===== src/rtl/spi_slave.sv =====
// SPI slave with configurable mode, frame size and bit order. All SPI pins are
// resynchronised into the clk domain; frames may run back-to-back under one select.

package spi_slave_pkg;

  typedef enum logic [1:0] {
    SPI_MODE_0 = 2'd0,
    SPI_MODE_1 = 2'd1,
    SPI_MODE_2 = 2'd2,
    SPI_MODE_3 = 2'd3
  } spi_mode_t;

  typedef enum logic [1:0] {
    SPI_FRAME_SIZE_8  = 2'd0,
    SPI_FRAME_SIZE_16 = 2'd1,
    SPI_FRAME_SIZE_24 = 2'd2,
    SPI_FRAME_SIZE_32 = 2'd3
  } spi_frame_size_t;

  typedef enum logic {
    MSB_FIRST = 1'b0,
    LSB_FIRST = 1'b1
  } bit_order_t;

  typedef struct packed {
    spi_mode_t       spi_mode;
    spi_frame_size_t spi_frame_size;
    bit_order_t      bit_order;
    logic [7:0]      prescaler;
  } spi_config_t;

endpackage

module spi_slave
  import spi_slave_pkg::*;
#(
  parameter int SYNC_STAGES = 2
) (
  input  logic        clk,
  input  logic        rst_n,
  input  logic        sclk,
  input  logic        mosi,
  input  logic        cs_n,
  output logic        miso,
  output logic        miso_oe,
  input  logic [31:0] tx_data,
  output logic [31:0] rx_data,
  output logic        rx_valid,
  output logic        frame_err,
  output logic        busy,
  input  spi_config_t spi_config
);

  typedef enum logic {
    IDLE   = 1'b0,
    ACTIVE = 1'b1
  } state_t;

  localparam logic [2:0] SETTLE_CYCLES = 3'(SYNC_STAGES + 1);

  // Handshake: rx_valid and frame_err are single-cycle strobes with no ready;
  // rx_data is stable from the rx_valid cycle until the next completed frame.

  logic [SYNC_STAGES-1:0] sclk_sync;
  logic [SYNC_STAGES-1:0] mosi_sync;
  logic [SYNC_STAGES-1:0] cs_sync;
  logic                   sclk_d;
  logic                   cs_d;

  always_ff @(posedge clk) begin
    if (!rst_n) begin
      sclk_sync <= '0;
      mosi_sync <= '0;
      cs_sync   <= '1;
      sclk_d    <= 1'b0;
      cs_d      <= 1'b1;
    end else begin
      sclk_sync <= {sclk_sync[SYNC_STAGES-2:0], sclk};
      mosi_sync <= {mosi_sync[SYNC_STAGES-2:0], mosi};
      cs_sync   <= {cs_sync[SYNC_STAGES-2:0], cs_n};
      sclk_d    <= sclk_sync[SYNC_STAGES-1];
      cs_d      <= cs_sync[SYNC_STAGES-1];
    end
  end

  logic sclk_s;
  logic mosi_s;
  logic cs_s;
  assign sclk_s = sclk_sync[SYNC_STAGES-1];
  assign mosi_s = mosi_sync[SYNC_STAGES-1];
  assign cs_s   = cs_sync[SYNC_STAGES-1];

  state_t      state;
  logic        cpol_q;
  logic        cpha_q;
  logic        lsb_q;
  logic [5:0]  fbits_q;
  logic [4:0]  bit_cnt;
  logic [31:0] tx_sr;
  logic [31:0] rx_sr;
  logic        miso_q;
  logic [2:0]  settle_cnt;
  logic        armed;

  logic unused_prescaler;
  assign unused_prescaler = ^spi_config.prescaler;

  function automatic logic [5:0] frame_bits(input spi_frame_size_t fs);
    case (fs)
      SPI_FRAME_SIZE_16: return 6'd16;
      SPI_FRAME_SIZE_24: return 6'd24;
      SPI_FRAME_SIZE_32: return 6'd32;
      default:           return 6'd8;
    endcase
  endfunction

  // MSB-first words are left-aligned so the outgoing bit is always bit 31.
  function automatic logic [31:0] tx_load(input logic [31:0] data, input logic lsb,
                                          input logic [5:0] fbits);
    return lsb ? data : (data << (6'd32 - fbits));
  endfunction

  function automatic logic tx_first(input logic [31:0] sr, input logic lsb);
    return lsb ? sr[0] : sr[31];
  endfunction

  function automatic logic [31:0] tx_next(input logic [31:0] sr, input logic lsb);
    return lsb ? (sr >> 1) : (sr << 1);
  endfunction

  logic        cfg_cpol;
  logic        cfg_cpha;
  logic        cfg_lsb;
  logic [5:0]  cfg_fbits;
  logic [31:0] cfg_tx_word;
  assign cfg_cpol    = (spi_config.spi_mode == SPI_MODE_2) || (spi_config.spi_mode == SPI_MODE_3);
  assign cfg_cpha    = (spi_config.spi_mode == SPI_MODE_1) || (spi_config.spi_mode == SPI_MODE_3);
  assign cfg_lsb     = (spi_config.bit_order == LSB_FIRST);
  assign cfg_fbits   = frame_bits(spi_config.spi_frame_size);
  assign cfg_tx_word = tx_load(tx_data, cfg_lsb, cfg_fbits);

  logic cs_fall;
  logic cs_rise;
  logic sclk_edge;
  logic lead_edge;
  logic trail_edge;
  logic sample_edge;
  logic shift_edge;
  logic last_bit;
  assign cs_fall     = cs_d & ~cs_s;
  assign cs_rise     = ~cs_d & cs_s;
  assign sclk_edge   = sclk_s ^ sclk_d;
  assign lead_edge   = sclk_edge & (sclk_s != cpol_q);
  assign trail_edge  = sclk_edge & (sclk_s == cpol_q);
  assign sample_edge = cpha_q ? trail_edge : lead_edge;
  assign shift_edge  = cpha_q ? lead_edge : trail_edge;
  assign last_bit    = ({1'b0, bit_cnt} == (fbits_q - 6'd1));

  // LSB-first words fill from bit 31 downward and are right-aligned on completion.
  logic [31:0] rx_shift;
  logic [31:0] rx_word;
  assign rx_shift = lsb_q ? {mosi_s, rx_sr[31:1]} : {rx_sr[30:0], mosi_s};
  assign rx_word  = lsb_q ? (rx_shift >> (6'd32 - fbits_q)) : rx_shift;

  always_ff @(posedge clk) begin
    if (!rst_n) begin
      state      <= IDLE;
      cpol_q     <= 1'b0;
      cpha_q     <= 1'b0;
      lsb_q      <= 1'b0;
      fbits_q    <= 6'd8;
      bit_cnt    <= '0;
      tx_sr      <= '0;
      rx_sr      <= '0;
      rx_data    <= '0;
      rx_valid   <= 1'b0;
      frame_err  <= 1'b0;
      miso_q     <= 1'b0;
      settle_cnt <= '0;
      armed      <= 1'b0;
    end else begin
      rx_valid  <= 1'b0;
      frame_err <= 1'b0;

      // A select already low when reset lifts must be seen high before it counts.
      if (settle_cnt != SETTLE_CYCLES) settle_cnt <= settle_cnt + 3'd1;
      if (settle_cnt == SETTLE_CYCLES && cs_s) armed <= 1'b1;

      case (state)
        IDLE: begin
          if (cs_fall && armed) begin
            state   <= ACTIVE;
            cpol_q  <= cfg_cpol;
            cpha_q  <= cfg_cpha;
            lsb_q   <= cfg_lsb;
            fbits_q <= cfg_fbits;
            bit_cnt <= '0;
            rx_sr   <= '0;
            if (cfg_cpha) begin
              tx_sr  <= cfg_tx_word;
              miso_q <= 1'b0;
            end else begin
              tx_sr  <= tx_next(cfg_tx_word, cfg_lsb);
              miso_q <= tx_first(cfg_tx_word, cfg_lsb);
            end
          end
        end
        ACTIVE: begin
          if (cs_rise) begin
            state   <= IDLE;
            miso_q  <= 1'b0;
            bit_cnt <= '0;
            rx_sr   <= '0;
            if (bit_cnt != '0) frame_err <= 1'b1;
          end else begin
            if (shift_edge) begin
              miso_q <= tx_first(tx_sr, lsb_q);
              tx_sr  <= tx_next(tx_sr, lsb_q);
            end
            if (sample_edge) begin
              if (last_bit) begin
                rx_data  <= rx_word;
                rx_valid <= 1'b1;
                bit_cnt  <= '0;
                rx_sr    <= '0;
                tx_sr    <= tx_load(tx_data, lsb_q, fbits_q);
              end else begin
                bit_cnt <= bit_cnt + 5'd1;
                rx_sr   <= rx_shift;
              end
            end
          end
        end
        default: state <= IDLE;
      endcase
    end
  end

  assign busy    = (state != IDLE);
  assign miso_oe = (state == ACTIVE);
  assign miso    = miso_q & miso_oe;

endmodule


===== config.mk =====
export PLATFORM = sky130hd
export DESIGN_NAME = spi_slave
export DESIGN_NICKNAME = d
export VERILOG_FILES = /design/src/rtl/spi_slave.sv
export SDC_FILE = /design/constraint.sdc
export NUM_CORES = 1
export LEC_CHECK = 0
export ABC_AREA = 1
export CELL_PAD_IN_SITES_DETAIL_PLACEMENT = 0
export CELL_PAD_IN_SITES_GLOBAL_PLACEMENT = 1
export CORE_AREA = 2 2 156 158
export DETAILED_ROUTE_END_ITERATION = 8
export DIE_AREA = 0 0 158 160
export GPL_TIMING_DRIVEN = 0
export PLACE_DENSITY_LB_ADDON = 0.1
export RECOVER_POWER = 25
export SYNTH_ARGS = -nofsm -noshare
export SYNTH_HDL_FRONTEND = slang
export SYNTH_SLANG_ARGS = --single-unit

===== constraint.sdc =====
create_clock -name clk -period 3.03 [get_ports clk]
set_input_delay 0.909 -clock clk [delete_from_list [all_inputs] [get_ports clk]]
set_output_delay 0.909 -clock clk [all_outputs]
set_load 0.1 [all_outputs]

Word-level counts from Yosys, hierarchy flattened
Cells that the tools add are included.
{"block": "classes", "n_addsub": 5, "n_mul": 0, "n_div": 0, "magnitude_cmp": 0, "n_eq_ne": 15, "shifts": 3, "n_mux": 38, "bitwise": 12, "n_reduce_logical": 12}
{"operator": "$mux 32", "n": 16}
{"operator": "$pmux 32 s2", "n": 2}
{"operator": "$shl 32x6->32", "n": 2}
{"operator": "$shr 32x6->32", "n": 1}
{"operator": "$mux 5", "n": 4}
{"operator": "$pmux 6 s3", "n": 1}
{"operator": "$mux 1", "n": 12}
{"operator": "$sub 6x6->6 const A", "n": 2}
{"operator": "$pmux 5 s2", "n": 1}
{"operator": "$eq 2x2->1 const B", "n": 4}
{"operator": "$reduce_and 2->1", "n": 4}
{"operator": "$eq 5x6->1", "n": 1}
{"operator": "$ne 3x1->1 const B", "n": 2}
{"operator": "$not 1->1", "n": 6}
{"operator": "$sub 6x1->6 const B", "n": 1}
{"operator": "$add 5x1->5 const B", "n": 1}
{"operator": "$and 1x1->1", "n": 5}
{"operator": "$reduce_bool 5->1", "n": 1}
{"operator": "$eq 2x1->1 const B", "n": 2}
{"operator": "$ne 2x2->1 const B", "n": 2}
{"operator": "$pmux 1 s2", "n": 2}
{"operator": "$reduce_and 4->1", "n": 1}
{"operator": "$reduce_or 4->1", "n": 1}
{"operator": "$add 3x1->3 const B", "n": 1}
{"operator": "8 further kinds", "n": 10}
{"block": "totals", "regBits": 126, "latch_bits": 0, "ram_bits": 0, "romBits": 0, "output_inout_bits": 37, "word_cells": 104, "n_memories": 0}

Longest topological paths before layout
{"block": "depth", "word_depth": 9, "depth_mapped": 17, "ltp_nobuf": 14}

Worst setup path before layout
Ideal clock, no wire load.
{"block": "synth_path", "path_type": "reg-to-output", "from": "reg state (netlist: busy)", "to": "out miso", "t_arrival_ns": 2.281, "t_required_ns": 2.121, "slack_ns": -0.160, "path_stages_with_launch": 5, "n_path_buf": 2, "path_cell_list": "dfxtp_1 -> buf_2 -> buf_1 -> nand2_1 -> inv_1"}
{"block": "synth_between", "elab_chain_cells": 1}
{"element": "from (decl)", "line": "93", "rtl": "state_t state;"}
{"element": "from (signal assigned)", "line": "167", "rtl": "state <= IDLE;"}
{"element": "from (signal assigned)", "line": "192", "rtl": "state <= ACTIVE;"}
{"element": "from (signal assigned)", "line": "210", "rtl": "state <= IDLE;"}
{"element": "$and 1x1->1", "line": "241", "rtl": "assign miso = miso_q & miso_oe;"}
{"element": "to (decl)", "line": "44", "rtl": "output logic miso,"}
Every way passes these cells.

Worst setup path in the final report
{"block": "layout_path", "from": "reg state (netlist: busy)", "to": "out miso_oe"}
{"element": "to (decl)", "line": "45", "rtl": "output logic miso_oe,"}
No word-level cell between the ends.

==> flow_summary.toml <==
[outcome]
status = "completed"

[detailed_routing]
vias = 11623
wl_um = 41200
route.detailed.wl_per_inst_um = 19.1
ant_nets = 0
drt_iter0_markers = 1073
viasPerCell = 5.39
drc = 0
drt-pass1-iter-count = 7

[cts]
cts_hold_buf = 0
clock_latency_ns = 0.44
cts_made_buffers = 17
clockBufferDepth = 2
cts_num_sinks = 123
postCtsSetupBuffers = 0
clk_pin_slew_ns = 0.07
cts_tree = "yes"
cts-htree-levels = 4
clockRootBuffer = "clkbuf_16"

[sta]
max_slew_margin_pct = 34.4
slew_viol_final = 0
period_share_pct = 96.6
hold_viol = 0
worstMarginPinSlew_ns = 0.981
max_freq_ghz = 0.342
min_period_ns = 2.93
fin_ws_ns = 0.104
fin_skew_ns = 0.0176
tns_ns = 0
setup_viol = 0
rsz0062_at_grt = "no"

[global_routing]
grt_max_degree = 20
grt_overflow = 0
antenna_found_initial = 0
grt_pass1_vias = 10828
grt_pass1_wl_um = 62400
grtUsageTotal_pct = 32.6

[synth]
mappedNetlistArea_mm2 = 0.00935
yosys_warnings = 0
syn_nets = 1784
synth_ff_type = "dfxtp_1"
synth.largest_area_cell = "dfxtp_1"
avgSynthCellArea_um2 = 5.42
synth_edf_count = 0
synth_cell_types = 33
synth_top_area_share_pct = 26.3
synth.area.top_cells = "dfxtp_1, nand2_1, nor2_1, nand3_1, o21ai_0"
ys_ff_latch = 123
ys_async_sr_fraction_pct = 0
syn_inst = 1726
yosysSeqAreaShare_pct = 26.3

[die]
die_width_um = 158
die_h_um = 160
io-pin-count = 87
num_rows = 57
core_area_mm2 = 0.0238
dieArea_mm2 = 0.0253
initial_utilization_pct = 39.3

[finish]
regArea_mm2 = 0.00246
layout_common_cells = "nand2_1, nor2_1, o21ai_0, nand3_1, dfxtp_1"
drive_gt1_share_pct = 5.67
area_growth_pct = 19.1
fin_area_mm2 = 0.0111
n_antenna_cell = 0
nets = 1879
fillerInstances = 2708
multi_input_area_mm2 = 0.00597
mostFrequentLayoutCell = "nand2_1"
fin_util_pct = 46.7

[critical_path]
cp.arrival_ns = 2.02
cp_cell_sequence = "buf_4 > clkdlybuf4s50_1"
critPathLaunchType = "register"
endpoint_kind = "output pin"
cp_slowest_cell = "clkdlybuf4s50_1"
path_max_fanout = 5
cp_top_family = "buffers and inverters"
crit_type = "reg2out"
cpPeakStageDelay_ns = 1.11
required_ns = 2.12
crit_buf_inv = 2

[power_and_ir_drop]
ir_worst_vdd_v = 0.000387
p_leak_nw = 5.06
power_density_mw_per_mm2 = 410

[run]
max-cap-violations = 0

[worst_hold_path]
hold_class = "reg2reg"

[placed_design]
dp_hpwl_um = 31400
gp_congestion = 0.961
placed_cell_area_mm2 = 0.0105
io_buffers = 77
pre_cts_slack_ns = -0.484
-- routing by layer --
metal	global-route usage, %	share of wire, %	wire [um]
met1	41.1	42	17200
met3	4.26	6.4	2630
met2	54.8	47	19600
met5	0	0	0
met4	15.2	4.4	1810
-- path summary, 6_finish.rpt --
path	from	endpoint	slack, ns	cells past startpoint
min	sclk_sync[0]$_SDFF_PN0_	sclk_sync[1]$_SDFF_PN0_	0.41	2
max reg2reg	fbits_q[3]$_SDFFE_PN1P_	tx_sr[12]$_SDFFE_PN0P_	0.20	15
min reg2reg	sclk_sync[0]$_SDFF_PN0_	sclk_sync[1]$_SDFF_PN0_	0.41	2
max	busy$_SDFF_PN0_	miso_oe	0.10	2
-- worst min-delay path, cell delays in order, from the launching register on --
cell,delay (ns)
dfxtp_1,0.31
nand2_1,0.05
inv_1,0.04
-- through the flow --
step | power [mW] | instances | hold slack (ns)
2_1_floorplan | 2.14 | 1726 | 0.390
3_3_place_gp | 2.44 | 2127 | 0.392
3_5_place_dp | 2.44 | 2127 | 0.402
4_1_cts | 4.57 | 2158 | 0.421
5_1_grt | 4.71 | 2158 | 0.424
6_report | 4.56 | 2158 | 0.414
-- cell usage after synthesis (5+ instances only) --
cell,count
nand4_1,5
buf_1,7
nand3_1,155
ha_1,8
nor3_1,14
nand2_1,606
mux2i_1,6
buf_2,41
o21ai_1,19
dfxtp_1,123
nor2_1,272
clkbuf_1,60
a21oi_1,104
inv_2,8
a31oi_1,8
o211ai_1,5
inv_1,109
o21ai_0,154
-- flip-flops by register name, indices dropped and copies added (netlist names), 2 cells and up --
| name | flops |
|---|---|
| rx_data | 32 |
| rx_sr | 32 |
| tx_sr | 32 |
| bit_cnt | 5 |
| fbits_q | 3 |
| settle_cnt | 3 |
| cs_sync | 2 |
| mosi_sync | 2 |
| sclk_sync | 2 |
-- cell type report --
| type | count | share of cell area [%] |
|---|---|---|
| Multi-Input combinational cell | 1373 | 53.6 |
| Sequential cell | 123 | 22.1 |
| Timing Repair Buffer | 77 | 6.88 |
| Buffer | 111 | 4.45 |
| Inverter | 118 | 3.98 |
| Clock buffer | 18 | 3.94 |
| Tap cell | 324 | 3.64 |
| Clock inverter | 14 | 1.35 |
-- report_power, final --
part           internal [mW]  switching [mW]
Sequential              1.65          0.0305
Clock                   1.19           0.956
Combinational          0.219           0.517
-- cells by family (layout without fill, tap and decap cells) --
family                     count (synthesis)  count (layout)  synth area share (%)
and+or+nand+nor                         1064            1064                  45.7
AOI/OAI and AO/OA                        294             294                  16.1
buffers and inverters                    230             338                  10.0
DFF                                      123             123                  26.3
adders and majority gates                  8               8                  1.07
muxes                                      6               6                 0.642
xor gates and xnor gates                   1               1                0.0937
-- timing repair --
item,CTS,global route
gates resized for setup,7,14
endpoints found under the setup margin,89,32
endpoints found under the hold margin,0,0
Power figures use the tool's default switching activity.
